## src/rtl/keypad_scanner.sv

```systemverilog
// Column-scanning matrix keypad decoder with debounced press/release strobes.
// Define KEYPAD_REPEAT_EN to add auto-repeat of key_valid while a key is held.
`timescale 1ns/1ps
module keypad_scanner #(
    parameter int ROWS         = 4,
    parameter int COLS         = 4,
    parameter int CODE_W       = 4,
    parameter int SCAN_DIV     = 1000,
    parameter int DEBOUNCE     = 4,
    parameter int REPEAT_DELAY = 500,
    parameter int REPEAT_RATE  = 100
) (
    input  logic              clk,
    input  logic              reset,
    input  logic [ROWS-1:0]   row,
    output logic [COLS-1:0]   col,
    output logic [CODE_W-1:0] key_code,
    output logic              key_valid,
    output logic              key_held,
    output logic              key_release
);

    localparam int CI_W  = $clog2(COLS);
    localparam int RI_W  = $clog2(ROWS);
    localparam int PS_W  = $clog2(SCAN_DIV);
    localparam int CNT_W = $clog2(DEBOUNCE + 1);
    localparam logic [CNT_W-1:0] DEB_LAST = CNT_W'(DEBOUNCE - 1);

    generate
        if (ROWS < 2 || ROWS > 8 || COLS < 2 || COLS > 8 || (1 << CODE_W) < ROWS * COLS ||
            SCAN_DIV < 2 || DEBOUNCE < 1 || REPEAT_DELAY < 1 || REPEAT_RATE < 1) begin : g_bad_params
            $error("keypad_scanner: illegal parameter combination");
        end
    endgenerate

    typedef enum logic [1:0] {ST_SCAN, ST_DEBOUNCE, ST_HELD} state_t;

    state_t            state_q, state_d;
    logic [ROWS-1:0]   row_meta_q, row_sync_q;
    logic [PS_W-1:0]   presc_q, presc_d;
    logic [CI_W-1:0]   col_idx_q, col_idx_d, col_next;
    logic [CODE_W-1:0] cand_q, cand_d;
    logic [CNT_W-1:0]  cnt_q, cnt_d;
    logic [CNT_W-1:0]  rcnt_q, rcnt_d;
    logic [CODE_W-1:0] key_code_q, key_code_d;
    logic              key_valid_q, key_valid_d;
    logic              key_held_q, key_held_d;
    logic              key_release_q, key_release_d;

    logic              tick;
    logic              any_low;
    logic [RI_W-1:0]   row_idx;
    logic [CODE_W-1:0] code_cur;

`ifdef KEYPAD_REPEAT_EN
    localparam int REP_W = $clog2(REPEAT_DELAY + REPEAT_RATE + 1);
    logic [REP_W-1:0] rep_cnt_q, rep_cnt_d, rep_limit;
    logic             rep_run_q, rep_run_d;
`endif

    always_ff @(posedge clk or negedge reset) begin
        if (!reset) begin
            row_meta_q <= '1;
            row_sync_q <= '1;
        end else begin
            row_meta_q <= row;
            row_sync_q <= row_meta_q;
        end
    end

    assign tick     = (presc_q == PS_W'(SCAN_DIV - 1));
    assign presc_d  = tick ? '0 : presc_q + 1'b1;
    assign col_next = (col_idx_q == CI_W'(COLS - 1)) ? '0 : col_idx_q + 1'b1;

    // Lowest-index pressed row wins when several rows are low.
    always_comb begin
        any_low = 1'b0;
        row_idx = '0;
        for (int i = ROWS - 1; i >= 0; i--) begin
            if (!row_sync_q[i]) begin
                any_low = 1'b1;
                row_idx = RI_W'(i);
            end
        end
    end

    assign code_cur = CODE_W'(col_idx_q) * CODE_W'(ROWS) + CODE_W'(row_idx);

`ifdef KEYPAD_REPEAT_EN
    assign rep_limit = rep_run_q ? REP_W'(REPEAT_RATE - 1) : REP_W'(REPEAT_DELAY - 1);
`endif

    always_comb begin
        state_d       = state_q;
        col_idx_d     = col_idx_q;
        cand_d        = cand_q;
        cnt_d         = cnt_q;
        rcnt_d        = rcnt_q;
        key_code_d    = key_code_q;
        key_valid_d   = 1'b0;
        key_held_d    = key_held_q;
        key_release_d = 1'b0;
`ifdef KEYPAD_REPEAT_EN
        rep_cnt_d     = rep_cnt_q;
        rep_run_d     = rep_run_q;
`endif
        case (state_q)
            ST_SCAN: begin
                if (tick) begin
                    if (any_low) begin
                        cand_d  = code_cur;
                        cnt_d   = CNT_W'(1);
                        state_d = ST_DEBOUNCE;
                    end else begin
                        col_idx_d = col_next;
                    end
                end
            end
            ST_DEBOUNCE: begin
                if (tick) begin
                    if (any_low && code_cur == cand_q) begin
                        if (cnt_q >= DEB_LAST) begin
                            key_code_d  = cand_q;
                            key_valid_d = 1'b1;
                            key_held_d  = 1'b1;
                            cnt_d       = '0;
                            rcnt_d      = '0;
                            state_d     = ST_HELD;
`ifdef KEYPAD_REPEAT_EN
                            rep_cnt_d   = '0;
                            rep_run_d   = 1'b0;
`endif
                        end else begin
                            cnt_d = cnt_q + 1'b1;
                        end
                    end else begin
                        // Bounce or a different key: resume scanning from the same column.
                        cnt_d   = '0;
                        state_d = ST_SCAN;
                    end
                end
            end
            ST_HELD: begin
                if (tick) begin
                    if (!any_low) begin
                        if (rcnt_q >= DEB_LAST) begin
                            key_release_d = 1'b1;
                            key_held_d    = 1'b0;
                            rcnt_d        = '0;
                            col_idx_d     = col_next;
                            state_d       = ST_SCAN;
`ifdef KEYPAD_REPEAT_EN
                            rep_cnt_d     = '0;
                            rep_run_d     = 1'b0;
`endif
                        end else begin
                            rcnt_d = rcnt_q + 1'b1;
                        end
                    end else begin
                        rcnt_d = '0;
`ifdef KEYPAD_REPEAT_EN
                        if (rep_cnt_q >= rep_limit) begin
                            key_valid_d = 1'b1;
                            rep_cnt_d   = '0;
                            rep_run_d   = 1'b1;
                        end else begin
                            rep_cnt_d = rep_cnt_q + 1'b1;
                        end
`endif
                    end
                end
            end
            default: state_d = ST_SCAN;
        endcase
    end

    always_ff @(posedge clk or negedge reset) begin
        if (!reset) begin
            state_q       <= ST_SCAN;
            presc_q       <= '0;
            col_idx_q     <= '0;
            cand_q        <= '0;
            cnt_q         <= '0;
            rcnt_q        <= '0;
            key_code_q    <= '0;
            key_valid_q   <= 1'b0;
            key_held_q    <= 1'b0;
            key_release_q <= 1'b0;
        end else begin
            state_q       <= state_d;
            presc_q       <= presc_d;
            col_idx_q     <= col_idx_d;
            cand_q        <= cand_d;
            cnt_q         <= cnt_d;
            rcnt_q        <= rcnt_d;
            key_code_q    <= key_code_d;
            key_valid_q   <= key_valid_d;
            key_held_q    <= key_held_d;
            key_release_q <= key_release_d;
        end
    end

`ifdef KEYPAD_REPEAT_EN
    always_ff @(posedge clk or negedge reset) begin
        if (!reset) begin
            rep_cnt_q <= '0;
            rep_run_q <= 1'b0;
        end else begin
            rep_cnt_q <= rep_cnt_d;
            rep_run_q <= rep_run_d;
        end
    end
`endif

    // One-cold column drive decoded from the column index.
    generate
        for (genvar gi = 0; gi < COLS; gi++) begin : g_col
            assign col[gi] = (col_idx_q != CI_W'(gi));
        end
    endgenerate

    assign key_code    = key_code_q;
    assign key_valid   = key_valid_q;
    assign key_held    = key_held_q;
    assign key_release = key_release_q;

endmodule
```

## config.mk

```make
export PLATFORM = sky130hd
export DESIGN_NAME = keypad_scanner
export DESIGN_NICKNAME = d
export VERILOG_FILES = /design/src/rtl/keypad_scanner.sv
export SDC_FILE = /design/constraint.sdc
export NUM_CORES = 1
export LEC_CHECK = 0
export BUFFER_PORTS_ARGS = -buffer_cell sky130_fd_sc_hd__buf_4
export CAP_MARGIN = 40
export CORE_MARGIN = 4
export CORE_UTILIZATION = 60
export CTS_CLUSTER_SIZE = 12
export DETAILED_ROUTE_END_ITERATION = 10
export PLACE_DENSITY_LB_ADDON = 0.15
export SKIP_CTS_REPAIR_TIMING = 1
export SLEW_MARGIN = 20
export SYNTH_ARGS = -nofsm -noshare
export SYNTH_HDL_FRONTEND = slang
export SYNTH_SLANG_ARGS = --single-unit
```

## constraint.sdc

```tcl
create_clock -name clk -period 3.9 [get_ports clk]
set_input_delay 0.39 -clock clk [delete_from_list [all_inputs] [get_ports clk]]
set_output_delay 0.39 -clock clk [all_outputs]
set_load 0.03 [all_outputs]
```

* Word level (Yosys, flattened, before mapping) *
Index checks and enable logic that the tools add are counted.

word-level totals
  bits in registers = 39
  input port bits = 6
  output and inout bits = 11
  logic and storage cells = 103

cells by class
  add/sub/neg operators = 5
  order comparisons = 2
  equality and inequality tests = 18
  muxes and demuxes = 53
  reduce and logical (&&, ||, !) cells = 13

operator list
  operator               count
  $mux 2                 18
  $mux 3                 11
  $ne 2x2->1 const B     11
  $mux 1                 18
  $reduce_and 7->1       2
  $pmux 3 s2             2
  $add 10x1->10 const B  1
  $eq 10x10->1 const B   1
  $mux 10                1
  $reduce_and 4->1       2
  $reduce_bool 2->1      4
  $add 3x1->3 const B    2
  $ge 3x2->1 const B     2
  $pmux 2 s3             1
  $reduce_and 6->1       1
  $reduce_and 5->1       1
  $add 4x2->4            1
  $eq 2x2->1 const B     2
  $eq 4x4->1             1
  $pmux 2 s2             1
  $ne 3x3->1 const B     1
  $reduce_and 3->1       1
  $add 2x1->2 const B    1
  $eq 2x1->1 const B     1
  4 further kinds        4

* Depth between registers and ports, before layout *
Gate-level depths: netlist of the first run.

  depth in word-level cells = 10
  depth in mapped cells = 7
  mapped depth without buffers = 7

* Worst setup path after synthesis of the first run *
OpenSTA, ideal clock, no wires.

  path kind = register to register
  start = register presc_q[0]
  end = register key_code_q[0], in the netlist key_code[0]
  library setup time = 128 ps
  arrival = 1908 ps
  path slack = 1864 ps
  stages on the path, launching flop included = 8
  buffers on the path = 1
  period minus slack after synthesis = 2036 ps
  cells stage by stage = dfrtp_1 ha_1 nand2_1 or3_1 buf_6 nor4_4 o21ai_2 mux2_1

on the way
  word-level cells in the longest chain between the ends = 2

ends and longest elaborated chain
  item                               RTL line  source
  start, declared                    40        logic [PS_W-1:0] presc_q, presc_d;
  start signal, assigned             191       presc_q <= presc_d;
  $eq 10x10->1                       71        assign tick = (presc_q == PS_W'(SCAN_DIV - 1));
  $reduce_and 4->1 (no source line)  n/a
  end signal, assigned               196       key_code_q <= key_code_d;
  end, declared                      45        logic [CODE_W-1:0] key_code_q, key_code_d;

No other way between the ends.
A chain may end at the register's enable or synchronous reset.

* Final worst setup path of the first run *
  start = register presc_q[0]
  end = register key_code_q[2], in the netlist key_code[2]

Same word-level chain as after synthesis.

==> out/metrics.yaml, run 1 <==
synthesis:
  seq_area_frac_synth_pct: 54.46
  synth_seq_cells: 39
  netlist_area_um2: 1810
  synth_top_area_cell: "dfrtp_1"
  synth_enable_flop_cells: 0
  async_flop_share_pct: 100.0
  ys_types: 37
  synth_top_area_share_pct: 42.85
  synthCells: 165
  ys_warn_count: 0
  synth_area_leaders: "dfrtp_1 (43%), dfstp_2 (12%), ha_1 (6.2%), nor2_1 (3.3%), nand3_1 (3.0%)"
  syn_nets: 180
  ys.flop_type: "dfrtp_1"
  avgSynthCellArea_um2: 10.97
sta:
  hold_violations: 0
  slew_headroom_pct: 54.50
  final-setup-viol-count: 0
  tns_ns: 0
  max_freq_mhz: 441.3
  hold_ws_ns: 0.1294
  finalCritPeriodShare_pct: 58.11
  skew_ns: 0.005050
  worst_pin_slew_ns: 0.6783
  rsz0062_at_grt: "false"
  fin_crit_ns: 2.266
  maxSlewViolCount: 0
clocking:
  ctsLongestPathBuffers: 2
  clkTransAtPathRegs_ns: 0.12
  ctsHtreeMaxLevel: 2
  cts_sinks: 39
  cts_buffers: 5
  ctsRootBufferMaster: "clkbuf_4"
  cts_tree: "built"
  clk_latency_ns: 0.35
cells_and_area:
  utilization_pct: 73.29
  drive_gt1_share_pct: 21.69
  diodes: 0
  final-instance-count-excl-fill: 220
  final_nets: 203
  area_delta_synth_final_pct: 14.51
place:
  dp.cells: 211
  place_hpwl_mm: 2.295
  place.gp.congestion: 0.8934
  port_buffers: 16
power_and_ir_drop:
  power_frac_comb_pct: 2.6
  ir_drop_mv: 0.2747
  powerDensity_nw_per_um2: 371.7
  pwr-share-clk_pct: 43.6
  seq_power_share_pct: 53.8
  net-switching-power_w: 0.0001531
  finalPower_w: 0.0007707
  internal_power_w: 0.0006176
  swShare_pct: 19.87
  power_leakage_nw: 0.9329
drt:
  routed_wl_mm: 3.276
  routed_via_density: 5.855
  wl_per_cell_um: 14.89
  drcViolationCount: 0
  ant_nets: 0
  first_pass_iters: 4
  vias: 1288
  drt_iter0_drc: 67
floorplanning:
  die_area_um2: 3960
  top_level_ports: 17
  start_util_pct: 64.00
  rows: 19
  core-area_um2: 2829
  die_x_um: 62.93
  die_h_um: 62.93
worst_hold_path:
  min_path_type: "in -> reg"
  hold_start: "row[0]"
job:
  drv_cap: 0
worst_setup_path:
  cp-end-kind: "flop"
  cp.required_ns: 4.15
  path_class: "reg -> reg"
  crit_path_max_fanout: 7
  worstPathArrival_ns: 2.51
  startpoint_type: "flop"
  critPathLaunch: "presc_q[0]"
  r2r_start: "presc_q[0]"
grt:
  grt_use_total_pct: 19.20
  grt_pass1_wl_mm: 5.899
  antenna_found_initial: 0
  grt.overflow.total: 0
  grt_pass1_vias: 1331
  grt_max_degree: 40
outcome:
  status: "finished clean"
[final timing paths]
check	cells after the start	slack, ns	end
worst min-delay path	1	0.13	row_meta_q[0]
worst max register to register	6	1.63	key_code[2]
worst min register to register	0	0.36	row_sync_q[0]
min in group asynchronous	2	0.52	presc_q[4]
max in group asynchronous	2	3.02	row_meta_q[3]
worst max-delay path	6	1.63	key_code[2]
[Yosys cell counts (3+ instances only)]
cell / count
dfrtp_1: 31
inv_1: 13
o21ai_0: 9
ha_1: 9
xor2_1: 3
nor3_1: 3
mux2_2: 4
mux2_1: 4
nor2_1: 16
o32ai_1: 3
xnor2_1: 5
nand3_1: 11
nand2_1: 12
a21oi_1: 4
dfstp_2: 8
[critical path, cell delays in order (launching register included)]
cell	delay [ns]
dfrtp_1	0.41
ha_1	0.22
nand2_1	0.14
or3_1	0.53
nor4_4	0.33
o21ai_2	0.17
mux2_1	0.36
[layout make-up]
class | count | area (um2)
fillers | 200 | 755.7
clock inverters | 3 | 67.56
repair buffers | 17 | 130.1
multi-input cells | 112 | 764.5
clock buffers | 5 | 37.54
inverters | 13 | 48.80
well taps | 31 | 38.79
flip-flops and latches | 39 | 985.9
[registers in the layout, indices dropped and copies added, names as in the netlist]
register and cells:
key_code 4, key_release 1, row_sync_q 4, state_q 2, key_valid 1, row_meta_q 4
col_idx_q 2, cnt_q 3, presc_q 10, cand_q 4, rcnt_q 3, key_held 1
[logic make-up after synthesis]
| group | share of synthesized area (%) |
|---|---|
| compound gates | 10.30 |
| mux | 4.975 |
| flops | 54.46 |
| fa+ha+maj | 6.220 |
| buf+inv | 3.317 |
| xor+xnor | 3.870 |
| simple gates | 16.86 |
[power by group through the flow]
stage                     clock network [W]  registers [W]   logic (W)
after detailed placement                  0       0.000422   0.0000196
final                              0.000336       0.000415   0.0000200
after global placement                    0       0.000422   0.0000188
after global routing               0.000370       0.000416   0.0000233
after floorplan                           0       0.000421  0.00000623
after CTS                          0.000342       0.000415   0.0000199
[layout by cell type, fill, tap and decap left out, drive strengths merged]
cell         count
nor2b            1
a311oi           1
dfrtp           31
a31oi            2
or2              2
o31a             1
xnor2            5
a211oi           2
o21ai           10
a21o             1
o31ai            1
clkbuf           5
nor2            16
bufinv           2
nand2b           2
o211a            1
xor2             3
nor4             3
nand4bb          1
or3              2
buf             16
and3             2
o211ai           1
dlygate4sd3      1
nand4            2
clkinvlp         1
mux2             8
ha               9
dfstp            8
and2             1
a21oi            4
nand3           11
nor3             4
o41ai            1
o32ai            3
inv             13
nand2           12
[stage by stage]
stage | worst slack (ns) | instance area (um2)
2_1_floorplan | 1.864 | 1810
3_3_place_gp | 1.707 | 1958
3_5_place_dp | 1.643 | 1958
4_1_cts | 1.611 | 2063
5_1_grt | 1.440 | 2073
6_report | 1.634 | 2073
[metal layers]
layer  GRT usage, %  share of wire, %
met1          23.54                44
met2          30.30                48
met3          6.115               5.3
met4          9.642               2.3
met5              0                 0
(Power assumes the default switching activity.)
==> run 2: changes to the inputs <==
--- a/config.mk
+++ b/config.mk
@@ -8,7 +8,7 @@
 export BUFFER_PORTS_ARGS = -buffer_cell sky130_fd_sc_hd__buf_4
 export CAP_MARGIN = 40
 export CORE_MARGIN = 4
-export CORE_UTILIZATION = 60
+export CORE_UTILIZATION = 58
 export CTS_CLUSTER_SIZE = 12
 export DETAILED_ROUTE_END_ITERATION = 10
 export PLACE_DENSITY_LB_ADDON = 0.15
==> constraint.sdc (replaced) <==
create_clock -name clk -period 2.3 [get_ports clk]
set_input_delay 0.23 -clock clk [delete_from_list [all_inputs] [get_ports clk]]
set_output_delay 0.23 -clock clk [all_outputs]
set_load 0.03 [all_outputs]
==> run 2 against run 1 <==
Flip-flop and latch count stayed put. Critical path depth did not move. Via count increased by 1.5%. Die area increased by 3.0%. Combinational power grew 94%. Highest routed layer unchanged. First-iteration DRC count down 33%. Non-clock buffer count grew 8. Clock skew is 0.0014 ns higher. Sequential power grew 69%. Worst hold slack improved by 0.23 ns. Design area increased by 4.8%. Clock-buffer cell count did not move.
==> out/metrics.yaml, run 2 (synthesized netlist as in run 1, its figures left out) <==
clocking:
  ctsLongestPathBuffers: 2
  cts_sinks: 39
  ctsRootBufferMaster: "clkbuf_4"
  cts_tree: "built"
  clk_latency_ns: 0.34
  cts_buffers: 5
  ctsHtreeMaxLevel: 2
  clkTransAtPathRegs_ns: 0.11
worst_setup_path:
  critPathLaunch: "presc_q[0]"
  startpoint_type: "flop"
  critPathBufInv: 1
  cp_cell_sequence: "ha_2, nand2_1, or3_1, buf_4, or2_2, nor4_2"
  r2r_start: "presc_q[0]"
  worstPathArrival_ns: 2.40
  crit_path_max_fanout: 6
  path_delay_family: "simple AND/OR/NAND/NOR gates"
  regToRegSetupSlack_ns: 0.14
  cp.required_ns: 2.54
  path_class: "reg -> reg"
  cpMaxStageDelayCell: "or3_1"
  crit_path_max_incr_delay_ns: 0.46
  cp-end-kind: "flop"
power_and_ir_drop:
  power_leakage_nw: 0.9678
  powerDensity_nw_per_um2: 597.5
  ir_drop_mv: 0.4645
sta:
  hold_ws_ns: 0.3635
  fin_crit_ns: 2.158
  maxSlewViolCount: 0
  hold_violations: 0
  final-setup-viol-count: 0
  finalCritPeriodShare_pct: 93.83
  rsz0062_at_grt: "false"
  slew_headroom_pct: 69.68
  tns_ns: 0
  worst_pin_slew_ns: 0.4548
  max_freq_mhz: 463.4
  skew_ns: 0.006428
drt:
  drt_iter0_drc: 45
  first_pass_iters: 4
  vias: 1307
  ant_nets: 0
  routed_via_density: 5.423
  drcViolationCount: 0
  wl_per_cell_um: 13.72
  routed_wl_mm: 3.307
place:
  port_buffers: 16
  dp.cells: 228
  place_hpwl_mm: 2.398
  place.gp.congestion: 0.8472
grt:
  grt_use_total_pct: 18.45
  grt_max_degree: 40
  antenna_found_initial: 0
  grt_pass1_vias: 1342
  grt_pass1_wl_mm: 5.837
  grt.overflow.total: 0
floorplanning:
  core-area_um2: 3028
  die_h_um: 63.87
  die_area_um2: 4079
  top_level_ports: 17
  start_util_pct: 59.79
  die_x_um: 63.87
  rows: 20
worst_hold_path:
  hold_start: "row_meta_q[1]"
  min_path_type: "reg -> reg"
job:
  drv_cap: 0
cells_and_area:
  final_nets: 211
  layout_common_cells: "dfrtp_1 (31), buf_4 (20), nor2_1 (16)"
  drive_gt1_share_pct: 24.37
  final-instance-count-excl-fill: 241
  regMostFlops: "presc_q"
  area_delta_synth_final_pct: 20.04
  largest_reg_flops: 10
  layout_commonest_cell: "dfrtp_1"
  diodes: 0
outcome:
  status: "finished clean"
==> run 2: cell type report <==
| class | instances | area, um2 |
|---|---|---|
| Multi-Input combinational cell | 112 | 778.2 |
| Tap cell | 44 | 55.05 |
| Sequential cell | 39 | 985.9 |
| Fill cell | 209 | 854.6 |
| Timing Repair Buffer | 25 | 200.2 |
| Clock buffer | 5 | 37.54 |
| Clock inverter | 3 | 67.56 |
| Inverter | 13 | 48.80 |
==> run 2: through the flow <==
step	setup slack, ns	area [um2]	total power, W	util, %
6_report	0.1419	2173	0.001298	71.78
5_1_grt	0.02171	2173	0.001357	71.78
4_1_cts	0.04009	2110	0.001306	69.67
3_5_place_dp	0.07787	2004	0.0007488	66.20
3_3_place_gp	0.2300	2004	0.0007469	66.20
2_1_floorplan	0.2641	1810	0.0007253	-
==> run 2: where the power goes <==
part / internal, W / switching (W) / total (W)
Clock: 0.000338 / 0.000219 / 0.000556
Combinational: 0.0000155 / 0.0000233 / 0.0000388
Sequential: 0.000698 / 0.00000498 / 0.000703
==> run 2: metal layers <==
metal  global-route usage [%]  wire length (um)  vias up
met3                    3.339                92       10
li1                         -                 -      639
met4                    10.51                99        0
met5                        0                 0        -
met2                    31.10              1654       19
met1                    22.02              1460      639
==> run 2: final timing paths <==
check	to	cells after the start
max in group asynchronous	row_meta_q[2]	2
worst min-delay path	row_sync_q[1]	0
min in group asynchronous	state_q[0]	2
worst max register to register	key_valid	6
worst min register to register	row_sync_q[1]	0
worst max-delay path	key_valid	6
